==> config.mk <==
export PLATFORM = sky130hd
export DESIGN_NAME = neuron_layer_sched
export DESIGN_NICKNAME = d
export VERILOG_FILES = /design/src/rtl/nn_pkg.sv /design/src/rtl/neuron_post.sv /design/src/rtl/neuron_layer_sched.sv
export SDC_FILE = /design/constraint.sdc
export NUM_CORES = 1
export LEC_CHECK = 0
export ABC_CLOCK_PERIOD_IN_PS = 9150
export BUFFER_PORTS_ARGS = -buffer_cell sky130_fd_sc_hd__buf_4
export CORE_MARGIN = 4
export CORE_UTILIZATION = 45
export DETAILED_ROUTE_END_ITERATION = 8
export RECOVER_POWER = 50
export SYNTH_ARGS = -nofsm -noshare
export SYNTH_HDL_FRONTEND = slang
export SYNTH_SLANG_ARGS = --single-unit
==> constraint.sdc <==
create_clock -name clk -period 9.15 [get_ports clk]
set_input_delay 1.83 -clock clk [delete_from_list [all_inputs] [get_ports clk]]
set_output_delay 1.83 -clock clk [all_outputs]
set_load 0.1 [all_outputs]
==> src/rtl/nn_pkg.sv <==
// Shared types and helpers for the neuron layer sequencer.
// Optional feature macro used by this slice: NEURON_SCHED_RELU_EN.
package nn_pkg;

  typedef enum logic [2:0] {
    S_IDLE,
    S_RUN,
    S_DRAIN,
    S_WRITE,
    S_DONE
  } state_t;

  localparam int DEF_DATA_W    = 16;
  localparam int DEF_ACC_W     = 32;
  localparam int DEF_FRAC_BITS = 8;

  // Arithmetic right shift (floor) then clamp to a dw-bit signed range.
  // Works on a 64-bit carrier, so the accumulator must be at most 64 bits.
  function automatic logic signed [63:0] sat_shift(input logic signed [63:0] v,
                                                   input int sh, input int dw);
    logic signed [63:0] s, hi, lo;
    s  = v >>> sh;
    hi = (64'sd1 <<< (dw - 1)) - 64'sd1;
    lo = -(64'sd1 <<< (dw - 1));
    if (s > hi)      return hi;
    else if (s < lo) return lo;
    else             return s;
  endfunction

endpackage

==> src/rtl/neuron_post.sv <==
// Per-neuron post-processing: fold in the last product and bias, quantize,
// saturate and optionally clamp negatives (NEURON_SCHED_RELU_EN).
module neuron_post
  import nn_pkg::*;
#(
  parameter int DATA_W    = DEF_DATA_W,
  parameter int ACC_W     = DEF_ACC_W,
  parameter int FRAC_BITS = DEF_FRAC_BITS
) (
  input  logic signed [ACC_W-1:0]    acc,
  input  logic signed [2*DATA_W-1:0] prod,
  input  logic signed [DATA_W-1:0]   bias,
  output logic signed [DATA_W-1:0]   q
);

  logic signed [ACC_W-1:0]  sum;
  logic signed [DATA_W-1:0] qs;

  // Sum wraps at accumulator width; saturation happens only after the shift.
  always_comb begin
    sum = acc + ACC_W'(prod) + ACC_W'(bias);
    qs  = DATA_W'(sat_shift(64'(sum), FRAC_BITS, DATA_W));
`ifdef NEURON_SCHED_RELU_EN
    q   = qs[DATA_W-1] ? '0 : qs;
`else
    q   = qs;
`endif
  end

endmodule

==> src/rtl/neuron_layer_sched.sv <==
// Fully connected layer sequencer: one shared MAC walks every neuron,
// then bias/quantize/saturate (ReLU when NEURON_SCHED_RELU_EN is defined)
// and writes one result per neuron into the activation buffer.
module neuron_layer_sched
  import nn_pkg::*;
#(
  parameter int NUM_INPUTS  = 8,
  parameter int NUM_NEURONS = 4,
  parameter int DATA_W      = DEF_DATA_W,
  parameter int ACC_W       = DEF_ACC_W,
  parameter int FRAC_BITS   = DEF_FRAC_BITS,
  localparam int IW = (NUM_INPUTS > 1) ? $clog2(NUM_INPUTS) : 1,
  localparam int NW = (NUM_NEURONS > 1) ? $clog2(NUM_NEURONS) : 1,
  localparam int WW = (NUM_NEURONS * NUM_INPUTS > 1) ? $clog2(NUM_NEURONS * NUM_INPUTS) : 1
) (
  input  logic                     clk,
  input  logic                     rst,
  input  logic                     start,
  output logic                     busy,
  output logic                     done,
  output logic [IW-1:0]            in_addr,
  output logic [WW-1:0]            w_addr,
  output logic [NW-1:0]            bias_addr,
  input  logic signed [DATA_W-1:0] in_data,
  input  logic signed [DATA_W-1:0] w_data,
  input  logic signed [DATA_W-1:0] bias_data,
  output logic                     out_we,
  output logic [NW-1:0]            out_addr,
  output logic signed [DATA_W-1:0] out_data
);

  state_t                    state;
  logic [IW-1:0]             i;
  logic [NW-1:0]             n;
  logic signed [ACC_W-1:0]   acc;
  logic                      rd_vld;   // read data on the bus belongs to an issued address
  logic signed [2*DATA_W-1:0] prod;
  logic signed [DATA_W-1:0]  post_q;

  // Addresses come straight from the counters, so they are valid the cycle
  // after the counters update. Bias and output address track the neuron.
  assign in_addr   = i;
  assign w_addr    = WW'(n) * WW'(NUM_INPUTS) + WW'(i);
  assign bias_addr = n;
  assign out_addr  = n;

  assign prod = in_data * w_data;

  neuron_post #(
    .DATA_W   (DATA_W),
    .ACC_W    (ACC_W),
    .FRAC_BITS(FRAC_BITS)
  ) u_post (
    .acc (acc),
    .prod(prod),
    .bias(bias_data),
    .q   (post_q)
  );

  // Sequencer: counters, accumulator and all registered outputs.
  // Memory reads land one cycle after issue, so accumulation lags issue by
  // one cycle and the final product is folded in during DRAIN.
  always_ff @(posedge clk or posedge rst) begin
    if (rst) begin
      state    <= S_IDLE;
      i        <= '0;
      n        <= '0;
      acc      <= '0;
      rd_vld   <= 1'b0;
      busy     <= 1'b0;
      done     <= 1'b0;
      out_we   <= 1'b0;
      out_data <= '0;
    end else begin
      rd_vld <= (state == S_RUN);
      out_we <= 1'b0;
      done   <= 1'b0;
      case (state)
        S_IDLE: begin
          if (start) begin
            i     <= '0;
            n     <= '0;
            acc   <= '0;
            busy  <= 1'b1;
            state <= S_RUN;
          end
        end
        S_RUN: begin
          if (rd_vld) acc <= acc + ACC_W'(prod);
          if (i == IW'(NUM_INPUTS - 1)) state <= S_DRAIN;
          else                          i     <= i + 1'b1;
        end
        S_DRAIN: begin
          out_data <= post_q;
          out_we   <= 1'b1;
          state    <= S_WRITE;
        end
        S_WRITE: begin
          if (n == NW'(NUM_NEURONS - 1)) begin
            busy  <= 1'b0;
            done  <= 1'b1;
            state <= S_DONE;
          end else begin
            n     <= n + 1'b1;
            i     <= '0;
            acc   <= '0;
            state <= S_RUN;
          end
        end
        S_DONE:  state <= S_IDLE;
        default: state <= S_IDLE;
      endcase
    end
  end

endmodule

==> results.ini <==
[yosys]
synth_top_area_share_pct = 39.7
avgSynthCellArea_um2 = 9.28
synth_seq_cells = 60
ys.flop_type = dfrtp_1
synth.area.top_cells = fa_1, ha_1, dfrtp_1
yosysSeqAreaShare_pct = 10.2
synth-edff-count = 0
synth_fp_nets = 2062
synth_top_family_by_area = adder cells
yosys_warnings = 0
synthTopCellsByCount = inv_1, fa_1, nand2_1
yosysTopAreaCell = fa_1
synth_mux_area_share_pct = 0.145
synth_most_common_cell = inv_1
synth-compound-area-share_pct = 9.83
synth_xor_area_share_pct = 3.78
syn_area_um2 = 14700
synthAdderAreaFrac_pct = 51.0
syn_inst = 1586
async_reset_ff_share_pct = 100
yosysUniqueCellTypes = 63
synth_simple_gate_area_share_pct = 14.3

[cells_and_area]
antennaDiodeCount = 0
fin_nets = 2316
drive_above_1_share_pct = 21.5
areaGrowthSynthToFinish_pct = 23.0

[setup_path]
path_buf_inv = 6
r2r-end = out_data[10]
crit_start = in_data[7]
reg2reg_depth = 29
cp-start-kind = input pin
worstSetupPathType = in -> reg
cp_top_family = adder cells
cp.arrival_ns = 9.42
critPathMaxStageDelay_ns = 0.55
crit_fanout = 8
worst_setup_path_end_kind = flip-flop
crit_cells = 30
r2r-start = acc[6]
rrSetupSlack_ns = 1.86
slowest_stage = fa_1
cp-endpoint = out_data[10]
crit_path_frequent_cell = fa_1
required_ns = 9.35

[timing]
hold_viol_final = 0
fin_hold_ws_ns = 0.489
rsz0062_at_grt = true
clock_skew_ns = 0.0104
fmax_ghz = 0.108
worst_pin_slew_ns = 3.21
finalSetupViolations = 15
max_slew_margin_pct = -114
period_minus_slack_ns = 9.22
maxSlewViolCount = 61
fin_crit_sh_pct = 101
setup_ws_ns = -0.0735

[hold_path]
min_from = acc[0]
min_delay_path_depth = 2
hold_class = reg -> reg

[die]
initial_core_util_pct = 46.1
ios = 82
coreArea_um2 = 31900
rows = 65
die_y_um = 189
dieArea_um2 = 35700
die_w_um = 189

[clocking]
postCtsHoldBufs = 0
clk_pin_slew_ns = 0.05
cts_buffer_depth = 2
cts_root_buf = clkbuf_16
cts_max_level = 3
clock_latency_ns = 0.33
cts.sinks = 60
cts_tree = built
cts_made_buffers = 9

[drt]
first_pass_iters = 5
viasPerCell = 4.91
drc = 0
drt_wl_total_mm = 35.2
routedWlPerCell_um = 15.4
vias = 11202
drt_iter0_drc = 458
ant_nets = 0

[placed_design]
hpwl_mm = 30.9
io_buffers = 81
place.gp.congestion = 0.886

[grt]
track_usage_pct = 20.7
grt-ovfl-total = 0
antenna_found_initial = 0
grt_pass1_vias = 12016
grt_pass1_wl_mm = 61.1
grt_max_degree = 61

[outcome]
status = finished, violations left
violations = max-capacitance violations, max-slew violations, negative setup slack

[run]
drv_cap = 1

[metal layers]
metal  up-vias  share of wire, %  GRT usage [%]  wire length, µm
met5         -                 0              0                0
met4         0               1.5           3.53              520
met2       187                47           33.4            16500
li1       5441                 -              -                -
met1      5542                49           31.3            17200
met3        32               2.9           1.57             1020
[logic make-up after synthesis]
family / after synthesis
multiplexers: 2
adder cells (fa/ha/maj): 425
AND/OR/NAND/NOR: 418
flip-flops: 60
XOR/XNOR: 61
AO/OA/AOI/OAI: 211
buffers and inverters: 409
[worst min-delay path: cells and delay by family, from the launching register on]
family	cells	cell delay (ns)
AND/OR/NAND/NOR	1	0.05
AO/OA/AOI/OAI	1	0.06
flip-flops	1	0.35
[placed cells by master (no fill, tap or decap), drive strengths merged, types with 17 or more instances in the layout]
cell / count
inv: 354
buf: 296
fa: 292
nand2: 155
and2: 134
ha: 133
dfrtp: 60
nor2: 50
a21oi: 48
xnor2: 44
o21ai: 42
a22o: 27
a21o: 17
[registers in the layout, indices dropped and copies added, names as in the netlist, 2 cells and up]
register / flops
in_addr: 3
bias_addr: 2
out_data: 16
state: 3
acc: 32
[cell type report]
type	count	area, µm²
Multi-Input combinational cell	1117	12100
Clock buffer	10	229
Fill cell	2884	13800
Inverter	353	1330
Sequential cell	60	1500
Tap cell	435	544
Clock inverter	6	63.8
Timing Repair Buffer	299	2360
[how the worst min path moves through the flow]
stage                          to  slack (ns)
after global routing       acc[0]        0.52
after CTS                  acc[0]        0.50
after detailed placement   acc[0]        0.48
after global placement     acc[2]        0.48
after floorplan           acc[30]        0.46
final                      acc[0]        0.49
[through the flow]
step | instances | TNS [ns] | utilization, % | setup WS, ns | cell area, µm²
after floorplan | 1586 | -1.51 | - | -0.127 | 14800
after global placement | 2253 | -7.21 | 54.3 | -0.459 | 17300
after detailed placement | 2253 | -8.98 | 54.3 | -0.593 | 17300
after CTS | 2278 | -0.653 | 56.3 | -0.0487 | 17900
after global routing | 2280 | -5.86 | 56.8 | -0.390 | 18100
final | 2280 | -0.887 | 56.8 | -0.0735 | 18100
[repair_timing]
action,4_1_cts,5_1_grt
setup endpoints to repair,16,16
gates resized for setup,52,26
setup buffers,8,2
gates cloned,1,0
pin swaps,25,6
Power is left out: the tool's default activity adds up to more than one toggle a clock period on the data nets, which glitch-free logic cannot reach.
